--- src/rtl/ipf_lcu_feeder.sv ---
// ipf_lcu_feeder: upstream stage of the image processing filter.
// Walks a 128x128 8-bit image in LCU order (raster order inside each LCU).
// It fetches one parameter word per LCU and streams pixels to the filter as
// in_en/din, together with the per-LCU side-band. It honours the filter's
// busy stall through a one-deep in-flight slot plus a one-entry skid register.
//
// Ports:
//   clk, reset        clock, asynchronous active-high reset
//   start             one-cycle frame start (ignored unless idle)
//   cfg_lcu_size      0=16, 1=32, 2/3=64, sampled on start
//   img_rd/img_addr   image ROM read, address {y[6:0], x[6:0]}
//   img_q             image ROM data, valid one cycle after img_rd
//   prm_rd/prm_addr   parameter ROM read, address = LCU index
//   prm_q             {type, band_pos, wo_class, offset}, one cycle latency
//   busy              filter stall request
//   in_en/din         pixel stream to the filter
//   ipf_*, lcu_x/y    side-band of the LCU currently on din
//   lcu_size          frame LCU size code
//   done              one-cycle pulse after the last pixel of the frame
module ipf_lcu_feeder #(
  parameter int IMG_W  = 128,
  parameter int ADDR_W = 14
) (
  input  logic              clk,
  input  logic              reset,
  input  logic              start,
  input  logic [1:0]        cfg_lcu_size,
  output logic              img_rd,
  output logic [ADDR_W-1:0] img_addr,
  input  logic [7:0]        img_q,
  output logic              prm_rd,
  output logic [5:0]        prm_addr,
  input  logic [23:0]       prm_q,
  input  logic              busy,
  output logic              in_en,
  output logic [7:0]        din,
  output logic [1:0]        ipf_type,
  output logic [4:0]        ipf_band_pos,
  output logic              ipf_wo_class,
  output logic [15:0]       ipf_offset,
  output logic [2:0]        lcu_x,
  output logic [2:0]        lcu_y,
  output logic [1:0]        lcu_size,
  output logic              done
);

  localparam logic [2:0] S_IDLE   = 3'd0;
  localparam logic [2:0] S_PRM    = 3'd1;
  localparam logic [2:0] S_PRMW   = 3'd2;
  localparam logic [2:0] S_STREAM = 3'd3;
  localparam logic [2:0] S_DRAIN  = 3'd4;

  logic [2:0]  state_q, state_d;
  logic [1:0]  size_q;                 // only 0..2 are ever stored
  logic [2:0]  fx_q, fy_q;             // LCU being fetched
  logic [5:0]  px_q, py_q;             // pixel inside the fetched LCU
  logic [23:0] stg_prm_q;
  logic [2:0]  stg_x_q, stg_y_q;
  logic        rd_vld_q, rd_first_q;   // in-flight ROM word
  logic        skid_vld_q, skid_first_q;
  logic [7:0]  skid_q;
  logic        in_en_q, done_q, done_d;
  logic [7:0]  din_q;
  logic [23:0] prm_out_q;
  logic [2:0]  lx_out_q, ly_out_q;

  logic [5:0]  px_max;
  logic [2:0]  lcu_max;
  logic [6:0]  ax, ay;
  logic        px_last, py_last, fx_last, fy_last, empty;
  logic        out_vld, out_first;
  logic [7:0]  out_pix;

  // Size-dependent limits and address composition: the LCU index supplies the
  // high bits of x/y and the in-LCU offset the low bits.
  always_comb begin
    px_max   = 6'd63;
    lcu_max  = 3'd1;
    ax       = {fx_q[0], px_q};
    ay       = {fy_q[0], py_q};
    prm_addr = {4'd0, fy_q[0], fx_q[0]};
    case (size_q)
      2'd0: begin
        px_max   = 6'd15;
        lcu_max  = 3'd7;
        ax       = {fx_q, px_q[3:0]};
        ay       = {fy_q, py_q[3:0]};
        prm_addr = {fy_q, fx_q};
      end
      2'd1: begin
        px_max   = 6'd31;
        lcu_max  = 3'd3;
        ax       = {fx_q[1:0], px_q[4:0]};
        ay       = {fy_q[1:0], py_q[4:0]};
        prm_addr = {2'd0, fy_q[1:0], fx_q[1:0]};
      end
      default: ;
    endcase
  end

  assign px_last  = (px_q == px_max);
  assign py_last  = (py_q == px_max);
  assign fx_last  = (fx_q == lcu_max);
  assign fy_last  = (fy_q == lcu_max);
  assign empty    = !rd_vld_q && !skid_vld_q;

  assign img_addr = {ay, ax};
  assign img_rd   = (state_q == S_STREAM) && !busy && !skid_vld_q;
  assign prm_rd   = (state_q == S_PRM);

  // The skid always holds an older pixel than any returning word, so it wins.
  assign out_vld   = skid_vld_q || rd_vld_q;
  assign out_pix   = skid_vld_q ? skid_q : img_q;
  assign out_first = skid_vld_q ? skid_first_q : rd_first_q;

  always_comb begin
    state_d = state_q;
    done_d  = 1'b0;
    case (state_q)
      S_IDLE:   if (start) state_d = S_PRM;
      S_PRM:    state_d = S_PRMW;
      S_PRMW:   state_d = S_STREAM;
      S_STREAM: if (img_rd && px_last && py_last)
                  state_d = (fx_last && fy_last) ? S_DRAIN : S_PRM;
      S_DRAIN:  if (empty) begin
                  state_d = S_IDLE;
                  done_d  = 1'b1;
                end
      default:  state_d = S_IDLE;
    endcase
  end

  always_ff @(posedge clk or posedge reset) begin
    if (reset) begin
      state_q      <= S_IDLE;
      size_q       <= 2'd0;
      fx_q         <= 3'd0;
      fy_q         <= 3'd0;
      px_q         <= 6'd0;
      py_q         <= 6'd0;
      stg_prm_q    <= 24'd0;
      stg_x_q      <= 3'd0;
      stg_y_q      <= 3'd0;
      rd_vld_q     <= 1'b0;
      rd_first_q   <= 1'b0;
      skid_vld_q   <= 1'b0;
      skid_first_q <= 1'b0;
      skid_q       <= 8'd0;
      in_en_q      <= 1'b0;
      din_q        <= 8'd0;
      done_q       <= 1'b0;
      prm_out_q    <= 24'd0;
      lx_out_q     <= 3'd0;
      ly_out_q     <= 3'd0;
    end else begin
      state_q <= state_d;
      done_q  <= done_d;

      if (state_q == S_IDLE && start) begin
        size_q <= (cfg_lcu_size == 2'd3) ? 2'd2 : cfg_lcu_size;
        fx_q   <= 3'd0;
        fy_q   <= 3'd0;
        px_q   <= 6'd0;
        py_q   <= 6'd0;
      end

      // Fetch counters still point at the LCU whose parameters arrive now.
      if (state_q == S_PRMW) begin
        stg_prm_q <= prm_q;
        stg_x_q   <= fx_q;
        stg_y_q   <= fy_q;
      end

      if (img_rd) begin
        if (!px_last) px_q <= px_q + 6'd1;
        else begin
          px_q <= 6'd0;
          if (!py_last) py_q <= py_q + 6'd1;
          else begin
            py_q <= 6'd0;
            if (!fx_last) fx_q <= fx_q + 3'd1;
            else begin
              fx_q <= 3'd0;
              fy_q <= fy_last ? 3'd0 : fy_q + 3'd1;
            end
          end
        end
      end

      rd_vld_q   <= img_rd;
      rd_first_q <= img_rd && (px_q == 6'd0) && (py_q == 6'd0);

      // A word returning under busy parks in the skid; reads are blocked while
      // it is full, so the skid and a returning word never collide.
      if (busy) begin
        if (rd_vld_q) begin
          skid_vld_q   <= 1'b1;
          skid_q       <= img_q;
          skid_first_q <= rd_first_q;
        end
      end else begin
        skid_vld_q <= 1'b0;
      end

      if (busy) begin
        in_en_q <= 1'b0;
      end else begin
        in_en_q <= out_vld;
        if (out_vld) din_q <= out_pix;
        if (out_vld && out_first) begin
          prm_out_q <= stg_prm_q;
          lx_out_q  <= stg_x_q;
          ly_out_q  <= stg_y_q;
        end
      end
    end
  end

  assign in_en        = in_en_q;
  assign din          = din_q;
  assign done         = done_q;
  assign lcu_size     = size_q;
  assign lcu_x        = lx_out_q;
  assign lcu_y        = ly_out_q;
  assign ipf_type     = prm_out_q[23:22];
  assign ipf_band_pos = prm_out_q[21:17];
  assign ipf_wo_class = prm_out_q[16];
  assign ipf_offset   = prm_out_q[15:0];

endmodule

--- config.mk ---
export PLATFORM = sky130hd
export DESIGN_NAME = ipf_lcu_feeder
export DESIGN_NICKNAME = d
export VERILOG_FILES = /design/src/rtl/ipf_lcu_feeder.sv
export SDC_FILE = /design/constraint.sdc
export NUM_CORES = 1
export LEC_CHECK = 0
export CORE_MARGIN = 4
export CORE_UTILIZATION = 50
export CTS_CLUSTER_DIAMETER = 200
export DETAILED_ROUTE_END_ITERATION = 8
export GPL_TIMING_DRIVEN = 0
export PLACE_DENSITY = 0.91
export SYNTH_ARGS = -nofsm -noshare
export SYNTH_HDL_FRONTEND = slang
export SYNTH_SLANG_ARGS = --single-unit
--- constraint.sdc ---
create_clock -name clk -period 4 [get_ports clk]
set_input_delay 0.4 -clock clk [delete_from_list [all_inputs] [get_ports clk]]
set_output_delay 0.4 -clock clk [all_outputs]
set_load 0.03 [all_outputs]
[Word-level counts from Yosys, hierarchy flattened]
Index checks and enable logic that the tools add are counted.
Cells by class
  mux-type cells: 36
  equal/unequal tests: 14
  bitwise logic cells: 1
  reduce and logical (&&, ||, !) cells: 23
  $add $sub $neg: 4
Operator list (count)
  $mux W3: 15
  $mux W6: 7
  $pmux W7 S2: 2
  $pmux W6 S2: 2
  $pmux W3 S5: 1
  $add A6 B1 Y6 const B: 2
  $eq A6 B6 Y1: 2
  $logic_not A6 Y1: 2
  $logic_and A1 B1 Y1: 10
  $mux W8: 1
  $add A3 B1 Y3 const B: 2
  $eq A3 B2 Y1 const B: 2
  $eq A3 B3 Y1: 2
  $mux W1: 6
  $pmux W3 S2: 1
  $reduce_and A2 Y1: 3
  $ne A2 B1 Y1 const B: 2
  $ne A2 B2 Y1 const B: 2
  $eq A3 B1 Y1 const B: 1
  $eq A3 B3 Y1 const B: 1
  $logic_not A1 Y1: 3
  $logic_not A3 Y1: 1
  $reduce_and A3 Y1: 1
  $eq A2 B1 Y1 const B: 1
  6 further kinds: 6
Word-level totals
  flip-flop bits (word level): 105
  input port bits: 38

[Longest topological paths before layout]
Gate-level depths: netlist of the first run.
  depth after elaboration: 8
  mapped depth: 7
  depth with buffers taken out: 6

[Least setup slack after synthesis of the first run]
No wires, ideal clock.
  path kind: reg2out
  start: register size_q[0] (netlist: lcu_size[0])
  end: output img_addr[12]
  stages on the path, launching flop included: 4
  arrival: 1.637 ns
  buffers on the path: 1
  setup slack: 1.963 ns
  path through: dfrtp_1 -> buf_2 -> mux2i_1 -> o21ai_0
Between the ends
  word-level cells in the longest chain between the ends: 2
  elaborated cells on any way between the ends: 3
  classes of those cells: eq/ne (1); mux (1); reduce/logical (1)
Ends and longest elaborated chain
  start, declared: line 54  | logic [1:0] size_q;
  start signal, assigned: line 160  | size_q <= (cfg_lcu_size == 2'd3) ? 2'd2 : cfg_lcu_size;
  $eq A2 B1 Y1 or $logic_not A2 Y1 (tied branches): line 82  | case (size_q)
  $pmux W7 S2 *: line 82
  end, declared: line 29  | output logic [ADDR_W-1:0] img_addr,
Mark *: on every way between the ends. The rest lies on a longest branch, timed or not.

[Worst setup path after layout of the first run]
  start: input busy
  end: output img_rd
Between the ends
  word-level cells in the longest chain between the ends: 3
Ends and longest elaborated chain
  start, declared: line 34  | input logic busy,
  $logic_not A1 Y1: line 108  | assign img_rd = (state_q == S_STREAM) && !busy && !skid_vld_q;
  $logic_and A1 B1 Y1 (2 in series): line 108
  end, declared: line 28  | output logic img_rd,
No other way between the ends.

==> results of run 1 <==
## worst reg2reg max path, stage by stage, from the launching register on
cell and delay (ns):
dfrtp_1 0.44, buf_6 0.16, or2_1 0.24, o21ai_1 0.37
nand4_2 0.34, o31ai_1 0.30, a21oi_1 0.10
## registers in the layout (all words and copies together) (netlist names), 2 cells and up
name,flops
lcu_y,3
px_q,6
prm_out_q,24
fx_q,3
stg_prm_q,24
fy_q,3
lcu_size,2
din,8
stg_y_q,3
skid_q,8
stg_x_q,3
py_q,6
lcu_x,3
state_q,3
## cell usage after synthesis, drive strengths merged (2+ instances only)
library cell / number / area [sq um]
or2: 3 / 18.8
nand3: 6 / 30.0
clkbuf: 7 / 26.3
dfrtp: 105 / 2630
nand4: 2 / 18.8
o211ai: 3 / 22.5
inv: 8 / 30.0
and2: 3 / 18.8
buf: 18 / 119
xor2: 2 / 17.5
ha: 6 / 75.1
and3: 5 / 31.3
nand3b: 2 / 15.0
mux2i: 15 / 150
nand2b: 3 / 18.8
nand2: 31 / 116
nor4: 2 / 12.5
o22ai: 2 / 12.5
nor3b: 6 / 50.1
nor4b: 3 / 32.5
nor4bb: 2 / 20.0
nor2: 10 / 40.0
a21oi: 3 / 15.0
o21bai: 2 / 15.0
mux2: 71 / 800
o21ai: 31 / 155
a22o: 2 / 17.5
nor2b: 6 / 37.5
o21a: 2 / 16.3
nor3: 3 / 15.0
a21o: 3 / 22.5
## metrics by stage
step | std cells | hold WS [ns] | worst slack (ns) | utilization [%] | power [mW]
CTS | 626 | 0.463 | 1.29 | 66.0 | 2.84
finish | 626 | 0.458 | 1.28 | 66.0 | 2.80
global placement | 610 | 0.450 | -0.507 | 63.8 | 2.20
floorplan | 380 | 0.429 | 0.839 | - | 1.87
detailed placement | 611 | 0.457 | 1.31 | 64.2 | 2.25
global route | 626 | 0.490 | 1.21 | 66.0 | 2.93
## area by class of cell
| type | instances | area, sq um |
|---|---|---|
| timing repair buffer | 102 | 1040 |
| buffer | 25 | 145 |
| fill | 718 | 3140 |
| sequential | 105 | 2630 |
| clock buffer | 11 | 141 |
| multi-input combinational | 241 | 1920 |
| inverter | 9 | 36.3 |
| clock inverter | 4 | 30.0 |
| tap | 129 | 161 |
## logic make-up (layout without fill, tap and decap cells)
kind of cell / Yosys count / count (layout) / share of synthesized area, %
DFF: 105 / 105 / 55.6
muxes: 86 / 86 / 20.1
adders and majority gates: 6 / 6 / 1.59
AOI/OAI and AO/OA: 56 / 56 / 7.63
and+or+nand+nor: 91 / 91 / 10.9
xor gates and xnor gates: 2 / 2 / 0.371
buffers and inverters: 34 / 151 / 3.79
## worst min path at each step
stage                     cells past startpoint  endpoint  slack [ns]
after global routing                          1      done        0.49
after CTS                                     1      done        0.46
after detailed placement                      1      done        0.46
after floorplan                               1      done        0.43
after global placement                        1      done        0.45
final                                         2    din[3]        0.46
## power by group through the flow
| stage | logic, mW | clock network (mW) | registers, mW |
|---|---|---|---|
| 2_1_floorplan | 0.300 | 0 | 1.57 |
| 3_3_place_gp | 0.854 | 0 | 1.35 |
| 3_5_place_dp | 0.883 | 0 | 1.37 |
| 4_1_cts | 0.885 | 0.606 | 1.35 |
| 5_1_grt | 0.926 | 0.637 | 1.37 |
| 6_report | 0.874 | 0.586 | 1.34 |
## routing by layer
| layer | vias to the layer above | GRT usage, % | wire [microns] |
|---|---|---|---|
| met5 | - | 0 | 0 |
| met4 | 0 | 7.22 | 218 |
| met3 | 16 | 3.18 | 381 |
| met2 | 90 | 34.2 | 5510 |
| met1 | 1684 | 24.0 | 4380 |
| li1 | 1558 | - | - |
==> metrics.csv, run 1 <==
metric,value,unit
swShare,32.4,%
combinationalPowerShare,31.2,%
first_pass_iters,4,
hp-class,in -> async,
rsz0062_at_grt,no,
mostFrequentLayoutCell,dfrtp_1,
r2r-end,state_q[0],
via_count,3348,
cp.buffers_inverters,3,
dpl_cell_area,5930,sq um
crit_arrival,2.32,ns
synthCells,380,
cp_data_required_time,3.60,ns
r2r_start,lcu_size[1],
dp_hpwl,7770,microns
portBuffers,101,
antenna_found_initial,0,
final_area,6100,sq um
fin_nets,537,
peakVddDrop,162,uV
syn_nets,424,
post-cts-setup-buffers,0,
maxSlewHeadroom,41.0,%
r2r_cells,6,
grt_pass1_wl,17300,microns
r2r_setup_slack,1.93,ns
synthFlopType,dfrtp_1,
routed_wl,10500,microns
drive_above_1_share,23.3,%
drtIter0Drc,160,
synth.distinct_cells,53,
end_kind,primary output,
htree_levels,3,
synth-edff-count,0,
startpoint,busy,
ys_seq_elements,105,
layout_common_cells,"dfrtp_1 (105), clkdlybuf4s50_1 (101), mux2_2 (71)",
setup_viol,0,
start_kind,primary input,
drcViolationCount,0,
ant_nets,0,
clkSlewWorstSetupHoldPaths,0.09,ns
hold_buffers,0,
synth_area,4730,sq um
overflow,0,
place_congestion,0.821,
critPathTopFamily,buffers and inverters,
seqPwrFrac,47.9,%
crit_end,img_rd,
cts_buffer_depth,2,
cpMostUsedCell,clkdlybuf4s50_1,
yosysSeqAreaShare,55.6,%
track_usage,19.4,%
async_flop_share,100,%
synth-warning-count,0,
period_share,68.0,%
critical_path_class,in -> out,
outcome,finished clean,
area_growth,29.1,%
dieWidth,105,microns
cts-resized-gates,0,
leakage,2.72,nW
io_pins,102,
p_per_area,460,nW/um^2
rows,35,
p_clk_share,20.9,%
cp.depth,5,
cts_tree,built,
grt_pass1_vias,3522,
cp_cell_sequence,clkdlybuf4s50_1 -> nor4b_2 -> nand2_1 -> clkinv_1 -> clkdlybuf4s50_1,
cts.sinks,105,
core,9240,sq um
fin_skew,0.0143,ns
drv_slew,0,
slowest_stage,clkdlybuf4s50_1,
setup_tns,0,ns
syn_avg_cell_area,12.4,sq um
cts_buffers,9,
start_util,51.1,%
cts_root_buffer,clkbuf_8,
cp_max_fo,9,
maxCapViolCount,0,
vias_per_cell,5.35,
die_h,105,microns
p_sw,907,uW
layout_min_cycle_time,2.72,ns
hold_viol_final,0,
wire_per_inst,16.8,microns
grt_max_degree,61,
cpPeakStageDelay,0.71,ns
worstMarginPinSlew,0.873,ns
n_antenna_cell,0,
clk_latency,0.36,ns
power.internal,1.90,mW
dieArea,11100,sq um
max_freq,368,MHz
Note: power is estimated with default switching activity, not from simulation.
==> run 2, diff against run 1 <==
- CORE_UTILIZATION: 50 -> 46
- PLACE_DENSITY: 0.91 -> 0.88
- clock period: 4 -> 2.2 ns (I/O delays scaled with it)
==> run 2 against run 1 <==
Final cell count is 1.1% higher. Via count down 1.2%. Final area up 1.2%. Setup slack got worse by 1.2 ns. Hold slack got worse by 0.24 ns. Total power is 86% higher. Sequential power is 82% higher. Register-to-register slack worse by 1.8 ns. Clock-buffer cell count fell by 1. Clock skew rose by 0.0024 ns. Largest cell class unchanged. Highest routed layer unchanged.
==> metrics.csv, run 2 (synthesis gave the netlist of run 1 again) <==
metric,value,unit,change
dp_slack,-0.119,ns,-1.43 ns
maxSlewHeadroom,60.2,%,+19 points
die_h,109,microns,+3.9%
drive_above_1_share,24.4,%,+1.1 points
grt_max_degree,34,,-44%
wire_per_inst,16.4,microns,-2.2%
period_share,95.8,%,
dpl_cell_area,5970,sq um,+0.65%
drcViolationCount,0,,unchanged
drtIter0Drc,113,,-29%
leakage,2.80,nW,+3.2%
clkSlewWorstSetupHoldPaths,0.11,ns,+0.02 ns
hold_viol_final,0,,unchanged
fin_nets,539,,+0.37%
portBuffers,101,,unchanged
setup_viol,0,,unchanged
setup_tns,0,ns,unchanged
ant_nets,0,,unchanged
dieWidth,109,microns,+3.9%
setup_ws,0.0929,ns,-1.19 ns
n_fill_cell,802,,+12%
maxCapViolCount,0,,unchanged
start_kind,register,,
place_congestion,0.813,,-1.1%
max_freq,475,MHz,
cts_buffers,9,,unchanged
area_growth,30.6,%,
mostFrequentLayoutCell,dfrtp_1,,
worstMarginPinSlew,0.597,ns,-0.276 ns
largestRegisters,"prm_out_q x24, stg_prm_q x24",,
cp_max_fo,10,,+1
hp-class,in -> async,,
layout_min_cycle_time,2.11,ns,
n_antenna_cell,0,,unchanged
cts.sinks,105,,unchanged
critical_path_class,reg -> out,,
clk_latency,0.37,ns,about the same
hold_buffers,0,,unchanged
antenna_found_initial,0,,unchanged
start_util,47.7,%,-3.5 points
via_count,3309,,-1.2%
track_usage,18.1,%,-1.3 points
cts_root_buffer,clkbuf_8,,
end_kind,primary output,,
dieArea,12000,sq um,+8.0%
finalPower,5.21,mW,+86%
dp_hpwl,7780,microns,+0.22%
cp_data_required_time,1.98,ns,-1.62 ns
core,9910,sq um,+7.2%
cts_buffer_depth,2,,unchanged
layout_common_cells,"dfrtp_1 (105), clkdlybuf4s50_1 (88), mux2_2 (71)",,
htree_levels,3,,unchanged
drv_slew,0,,unchanged
fin_skew,0.0166,ns,+0.00240 ns
grt_pass1_vias,3433,,-2.5%
grt_pass1_wl,17100,microns,-1.6%
first_pass_iters,4,,unchanged
cts_tree,built,,
io_pins,102,,unchanged
p_per_area,844,nW/um^2,+84%
rsz0062_at_grt,yes,,
timing.hold.ws,0.221,ns,-0.237 ns
outcome,finished clean,,
overflow,0,,unchanged
peakVddDrop,383,uV,+140%
vias_per_cell,5.23,,-2.3%
rows,36,,+2.9%
crit_arrival,1.89,ns,-0.43 ns
final_area,6170,sq um,+1.2%
routed_wl,10400,microns,-1.1%
run 2: cell types whose count changed in the layout (fill, tap and decap cells not counted), moves of 2 or more:
cell             previous run  this run
dlygate4sd2_1               0        11
clkbuf_1                    8         6
buf_12                      0         3
clkdlybuf4s50_1           101        88
run 2: routing by layer:
layer / vias to the layer above / global-route usage, % / part of all wire, %
met1: 1643 / 24.6 / 45
li1: 1573 / - / -
met2: 83 / 30.6 / 50
met5: - / 0 / 0
met4: 0 / 5.52 / 1.2
met3: 10 / 2.11 / 3.7
run 2: where the power goes:
part	switching, mW	internal, mW
clock	0.703	0.469
sequential	0.192	2.25
combinational	0.832	0.765
total	1.73	3.48
run 2: repair_timing:
action	in CTS	in global routing
resized for setup	13	8
pin swaps	0	0
setup endpoints to repair	12	19
buffers inserted	0	0
gates cloned	0	0
run 2: cell type report:
class	count	area, sq um	share of cell area, %
well taps	133	166	2.70
plain buffers	25	148	2.39
flip-flops and latches	105	2630	42.6
clock buffers	10	138	2.23
multi-input cells	241	1940	31.4
inverters	9	37.5	0.608
clock inverters	6	61.3	0.993
repair buffers	104	1050	17.1
run 2: final timing paths:
path                                  from      endpoint  slack (ns)  depth (start not counted)
setup / recovery               lcu_size[0]  img_addr[12]        0.09                          4
hold reg to reg                     din[4]        din[4]        0.49                          2
min in group clk           cfg_lcu_size[0]   lcu_size[0]        0.43                          3
hold / removal                       reset     skid_q[4]        0.22                          2
max in group asynchronous            reset   lcu_size[1]        1.26                          4
setup reg to reg               lcu_size[1]       py_q[2]        0.15                          6
run 2: stage by stage:
stage          utilization, %  cells
2_1_floorplan               -    380
3_3_place_gp             59.6    614
3_5_place_dp             60.2    617
4_1_cts                  62.1    633
5_1_grt                  62.3    633
6_report                 62.3    633
run 2: worst max-delay path, cell delays in order, from the launching register on:
cell and delay (ns):
dfrtp_1 0.51, clkbuf_4 0.30, mux2i_1 0.09, o21ai_0 0.20
dlygate4sd2_1 0.43
